===== src/rtl/differentiator.sv =====
// differentiator: streaming comb stage y[n] = x[n] - x[n-M] with a registered output.
// Define DIFF_DECIMATE_EN to process only every DEC_R-th accepted sample.
module differentiator #(
    parameter int I_BW  = 8,
    parameter int O_BW  = 8,
    parameter int M     = 1,
    parameter int DEC_R = 4
) (
    input  logic                   clk_i,
    input  logic                   rst_i,
    input  logic                   en_i,
    input  logic signed [I_BW-1:0] data_i,
    input  logic                   valid_i,
    output logic signed [O_BW-1:0] data_o,
    output logic                   valid_o
);
    if (M < 1 || M > 8 || DEC_R < 2 || DEC_R > 256) begin : g_bad_param
        $error("differentiator: M or DEC_R out of range");
    end
    logic signed [I_BW-1:0] dl_q [M];
    logic signed [I_BW-1:0] dl_d [M];
    logic signed [I_BW-1:0] diff;
    logic signed [O_BW-1:0] data_q, data_d;
    logic                   valid_q, valid_d;
    logic                   take;
`ifdef DIFF_DECIMATE_EN
    localparam int PW = $clog2(DEC_R);
    logic [PW-1:0] phase_q, phase_d;
    assign take = en_i & valid_i & (phase_q == '0);
    always_comb begin
        phase_d = !en_i ? '0 : !valid_i ? phase_q : phase_q == PW'(DEC_R - 1) ? '0 : phase_q + 1'b1;
    end
    always_ff @(posedge clk_i or posedge rst_i) begin
        if (rst_i) phase_q <= '0;
        else       phase_q <= phase_d;
    end
`else
    assign take = en_i & valid_i;
`endif
    // Wrapping subtraction lets integrator overflow cancel exactly.
    always_comb begin
        diff = data_i - dl_q[M-1];
        dl_d = dl_q;
        if (take) begin
            dl_d[0] = data_i;
            for (int k = 1; k < M; k++) dl_d[k] = dl_q[k-1];
        end
        if (!en_i) dl_d = '{default: '0};
        data_d  = !en_i ? '0 : take ? O_BW'(diff) : data_q;
        valid_d = take;
    end
    always_ff @(posedge clk_i or posedge rst_i) begin
        if (rst_i) begin
            dl_q    <= '{default: '0};
            data_q  <= '0;
            valid_q <= 1'b0;
        end else begin
            dl_q    <= dl_d;
            data_q  <= data_d;
            valid_q <= valid_d;
        end
    end
    assign data_o  = data_q;
    assign valid_o = valid_q;
endmodule

===== config.mk =====
export PLATFORM = sky130hd
export DESIGN_NAME = differentiator
export DESIGN_NICKNAME = d
export VERILOG_FILES = /design/src/rtl/differentiator.sv
export SDC_FILE = /design/constraint.sdc
export NUM_CORES = 1
export LEC_CHECK = 0
export CAP_MARGIN = 20
export CORE_MARGIN = 2
export CORE_UTILIZATION = 50
export DETAILED_ROUTE_END_ITERATION = 7
export GPL_TIMING_DRIVEN = 0
export PLACE_DENSITY_LB_ADDON = 0.2
export SLEW_MARGIN = 20
export SYNTH_ARGS = -nofsm -noshare
export SYNTH_HDL_FRONTEND = slang
export SYNTH_SLANG_ARGS = --single-unit

===== constraint.sdc =====
create_clock -name clk_i -period 2.19 [get_ports clk_i]
set_clock_uncertainty 0.05 [all_clocks]
set_input_delay 0.438 -clock clk_i [delete_from_list [all_inputs] [get_ports clk_i]]
set_output_delay 0.438 -clock clk_i [all_outputs]
set_load 0.01 [all_outputs]

; ---- Word level (Yosys, flattened, before mapping)
; Index checks and enable logic that the tools add are counted.
[word_totals]
register_bits = 17
in_bits = 12
out_inout_bits = 9
[op_classes]
addsub = 1
eq_ne = 1
mux = 4
bitwise_logic = 1
[op_table]
columns = op, count
row1 = $mux W8, 4
row2 = $sub A8 B8 Y8, 1
row3 = $ne A2 B1 Y1 const B, 1
row4 = $and A1 B1 Y1, 1

; ---- Longest topological paths before layout
[depth]
word_depth = 3
ltp_mapped = 8
depth_no_buf = 8

; ---- Worst setup path after synthesis
; Ideal clock, no wire load.
[synth_timing]
kind = input to register
from = in data_i[0]
to = reg data_q[6], in the netlist data_o[6]
arrival_ps = 1669
required_time_ps = 2006
setup_slack_ps = 338
stages = 8
path_buffers = 0
path_cell_list = inv_1 -> ha_1 -> inv_1 -> fa_1 -> a21o_1 -> a211oi_1 -> or3_1 -> nand4_1
[synth_via]
elab_chain_len = 3
[synth_rtl]
columns = item, line
row1 = from (decl), 12  ; input logic signed [I_BW-1:0] data_i,
row2 = $sub A8 B8 Y8, 42  ; diff = data_i - dl_q[M-1];
row3 = $mux W8 (2 in series), 49  ; data_d = !en_i ? '0 : take ? O_BW'(diff) : data_q;
row4 = to (signal assigned), 59  ; data_q <= data_d;
row5 = to (decl), 23  ; logic signed [O_BW-1:0] data_q, data_d;
; Every way passes these cells. The select of a mux whose other input is x is not followed.
; A chain may end at the register's enable or synchronous reset.

; ---- Worst setup path in the final report
; Ends and elaborated chain as after synthesis.

==> results.rst <==
.. list-table::
   :header-rows: 1

   * - Metric
     - Value
   * - Register share of total power
     - 48.7%
   * - Post-placement setup slack
     - -228 ps
   * - Final std cells w/o fill
     - 160
   * - Floorplan die height
     - 49.4 um
   * - Total die area
     - 0.00244 mm2
   * - Data arrival time of the critical path
     - 2180 ps
   * - Maximum level of the CTS H-tree
     - 1
   * - Post-layout worst setup margin
     - 121 ps
   * - Area grow syn2layout
     - 25.2%
   * - Hold WC Path Type
     - reg2reg
   * - Clock tree root driver cell
     - clkbuf_4
   * - Switching fraction of total power
     - 29.2%
   * - Worst Setup End Kind
     - flop
   * - Worst Setup Path Type
     - in2reg
   * - Final number of max-transition violations
     - 0
   * - Type of element launching the critical path
     - primary input
   * - Dominant cells by area after synthesis
     - dfrtp_1 41%, ha_1 9.7%, mux2i_1 8.8%
   * - Die X
     - 49.4 um
   * - Most area-hungry cell type in the Yosys netlist
     - dfrtp_1
   * - IO Port Bufs
     - 19
   * - Routability Congestion
     - 0.783
   * - Final critical delay including setup and external delays
     - 2070 ps
   * - Via count of the first global-routing pass
     - 855
   * - Maximum vdd drop
     - 437 uV
   * - Result of the run
     - completed
   * - Total global-route track usage
     - 18.5%
   * - Cts hold-fix bufs
     - 0
   * - Post-Syn Instances
     - 110
   * - Sinks on the clock net
     - 17
   * - Total chip power
     - 718 uW
   * - Antenna violations before repair
     - 0
   * - Placeable core area
     - 0.00194 mm2
   * - Required time worst endpoint
     - 2300 ps
   * - CTS tree
     - yes
   * - Number of buffers inserted during clock tree synthesis
     - 3
   * - Number of diodes added for antenna fixing
     - 0
   * - Clock-pin slew on the worst setup and hold paths
     - 90 ps
   * - Pwr/cell area
     - 557 mW/mm2
   * - I/O pin count
     - 21
   * - Mean cell area of the mapped netlist
     - 9.35 um2
   * - Final period util
     - 94.5%
   * - Residual DRC
     - 0
   * - Setup repair after global routing missed its margin
     - false
   * - Dpl cells
     - 156
   * - Fraction of synthesized cell area taken by the top area cell type
     - 41.4%
   * - Worst-case register-to-register setup slack
     - 390 ps
   * - CP Max Fanout
     - 2
   * - Routed vias/inst
     - 5.16
   * - Smallest hold slack
     - 442 ps
   * - Seq cells post-synth
     - 17
   * - Overall routed net length
     - 1950 um
   * - Clock insertion delay at the later pin of the skew report
     - 290 ps
   * - Share of power burned in the clock network
     - 23.0%
   * - Starting density of the core
     - 53.0%
   * - Number of nets at the end of the flow
     - 155
   * - Post-detailed-route count of antenna-violating nets
     - 0
   * - Final setup TNS
     - 0 ps
   * - Measured slew at the worst slew-check pin
     - 639 ps
   * - Routed WL per cell
     - 12.2 um
   * - Max transition margin
     - 57.3%
   * - Switching power
     - 210 uW
   * - Maximum number of pins on one net before global-route repair
     - 18
   * - Buffer depth of the longest clock path
     - 2
   * - Row Count
     - 16
   * - Number of DRC markers after the initial detailed-route iteration
     - 7
   * - Number of endpoints with negative hold slack in the final report
     - 0
   * - Buffers inserted during post-CTS setup optimization
     - 0
   * - Register area share after synthesis
     - 41.4%
   * - Leakage power of the design
     - 0.586 nW
   * - Max cap viols
     - 0
   * - Mapped cell area
     - 0.00103 mm2
   * - Internal cell power
     - 508 uW
   * - Setup-failing EPs final
     - 0
   * - Post-synth net total
     - 131
   * - Global-route wire length before repair
     - 3620 um
   * - TritonRoute pass-1 iters
     - 4
   * - Combinational power share
     - 28.2%
   * - F_max
     - 483 MHz
   * - Vias
     - 825
   * - Number of warnings issued by yosys
     - 0
   * - Number of unique standard cell types used by synthesis
     - 29
   * - Fraction of final layout cells with drive strength greater than 1
     - 6.02%
   * - Post-detailed-placement half-perimeter wirelength
     - 1560 um
   * - Global route overflow
     - 0
==> worst paths after layout <==
kind                            startpoint        end  cells after the start
min in group asynchronous            rst_i    dl_q[2]                      2
worst min register to register   data_o[4]  data_o[4]                      2
max in group asynchronous            rst_i  data_o[3]                      2
worst min-delay path             data_o[4]  data_o[4]                      2
worst max-delay path             data_i[0]  data_o[6]                      9
worst max register to register     dl_q[0]  data_o[6]                      7
==> sequential cells by signal, summed over array words and instances, names as in the netlist <==
signal	count
dl_q	8
valid_o	1
data_o	8
==> power by group through the flow <==
stage               Clock (mW)  Sequential (mW)  Combinational (mW)
finish                   0.165            0.350               0.203
global route             0.184            0.353               0.227
CTS                      0.174            0.350               0.200
detailed placement           0            0.356               0.200
global placement             0            0.355               0.193
floorplan                    0            0.363               0.112
==> layer usage <==
| metal | vias up | wire, um | GRT usage [%] |
|---|---|---|---|
| li1 | 425 | - | - |
| met3 | 0 | 65 | 2.45 |
| met2 | 16 | 963 | 32.2 |
| met4 | 0 | 0 | 3.81 |
| met5 | - | 0 | 0 |
| met1 | 384 | 923 | 24.6 |
==> cell usage in the layout (no fill, tap or decap), types with 2 or more instances in the layout <==
| cell type | instances |
|---|---|
| o21ai_0 | 7 |
| clkbuf_4 | 3 |
| nand3_1 | 2 |
| inv_1 | 12 |
| or3_1 | 3 |
| dfrtp_1 | 17 |
| nand2_1 | 6 |
| clkdlybuf4s50_1 | 19 |
| a21oi_1 | 2 |
| mux2i_1 | 9 |
| xnor2_1 | 2 |
| nor2_1 | 16 |
| o21a_1 | 2 |
| ha_1 | 8 |
| a211oi_1 | 5 |
| nor2b_1 | 2 |
| clkbuf_1 | 2 |
==> critical path: stages <==
cell,delay (ps)
clkdlybuf4s50_1,420
inv_1,90
ha_1,150
inv_1,50
fa_1,400
a21o_1,210
a211oi_2,200
or3_1,140
nand4_1,80
==> cell usage after synthesis <==
| cell type | instances |
|---|---|
| dfrtp_1 | 17 |
| nand2b_1 | 1 |
| fa_1 | 1 |
| nand4_1 | 1 |
| buf_4 | 1 |
| mux2i_1 | 9 |
| or3_1 | 3 |
| buf_2 | 1 |
| ha_1 | 8 |
| xnor2_1 | 2 |
| nand4b_1 | 1 |
| a21o_1 | 1 |
| o21ai_0 | 7 |
| nand2_1 | 6 |
| nor2b_1 | 2 |
| inv_1 | 12 |
| a211oi_1 | 6 |
| a21oi_1 | 3 |
| nor2_1 | 16 |
| nand3_1 | 2 |
| a32oi_1 | 1 |
| o21a_1 | 2 |
| inv_2 | 1 |
| o2111ai_1 | 1 |
| clkbuf_1 | 1 |
| o211ai_1 | 1 |
| xor2_1 | 1 |
| o311ai_0 | 1 |
| nor3_1 | 1 |
==> logic make-up after synthesis <==
logic type | Yosys count | synth area share (%)
muxes | 9 | 8.76
AOI/OAI and AO/OA | 23 | 14.7
DFF | 17 | 41.4
adders and majority gates | 9 | 11.7
buffers and inverters | 16 | 6.32
xor gates and xnor gates | 3 | 2.56
and+or+nand+nor | 33 | 14.6
==> what timing repair did <==
| action | 4_1_cts | 5_1_grt |
|---|---|---|
| gates resized for setup | 0 | 2 |
| endpoints found under the setup margin | 0 | 2 |
| hold endpoints to repair | 0 | 0 |
==> through the flow <==
step	instance area (um2)	utilization, %
after detailed placement	1250	64.5
after CTS	1280	65.9
final	1290	66.3
after global placement	1250	64.5
after global routing	1290	66.3
after floorplan	1030	-
==> final cells by class <==
| class | instances | area [um2] |
|---|---|---|
| buffer | 3 | 16.3 |
| inverter | 13 | 48.8 |
| tap | 27 | 33.8 |
| timing repair buffer | 19 | 190 |
| sequential | 17 | 425 |
| clock buffer | 4 | 26.3 |
| multi-input combinational | 77 | 547 |
| fill | 192 | 654 |
(Power assumes the default switching activity.)
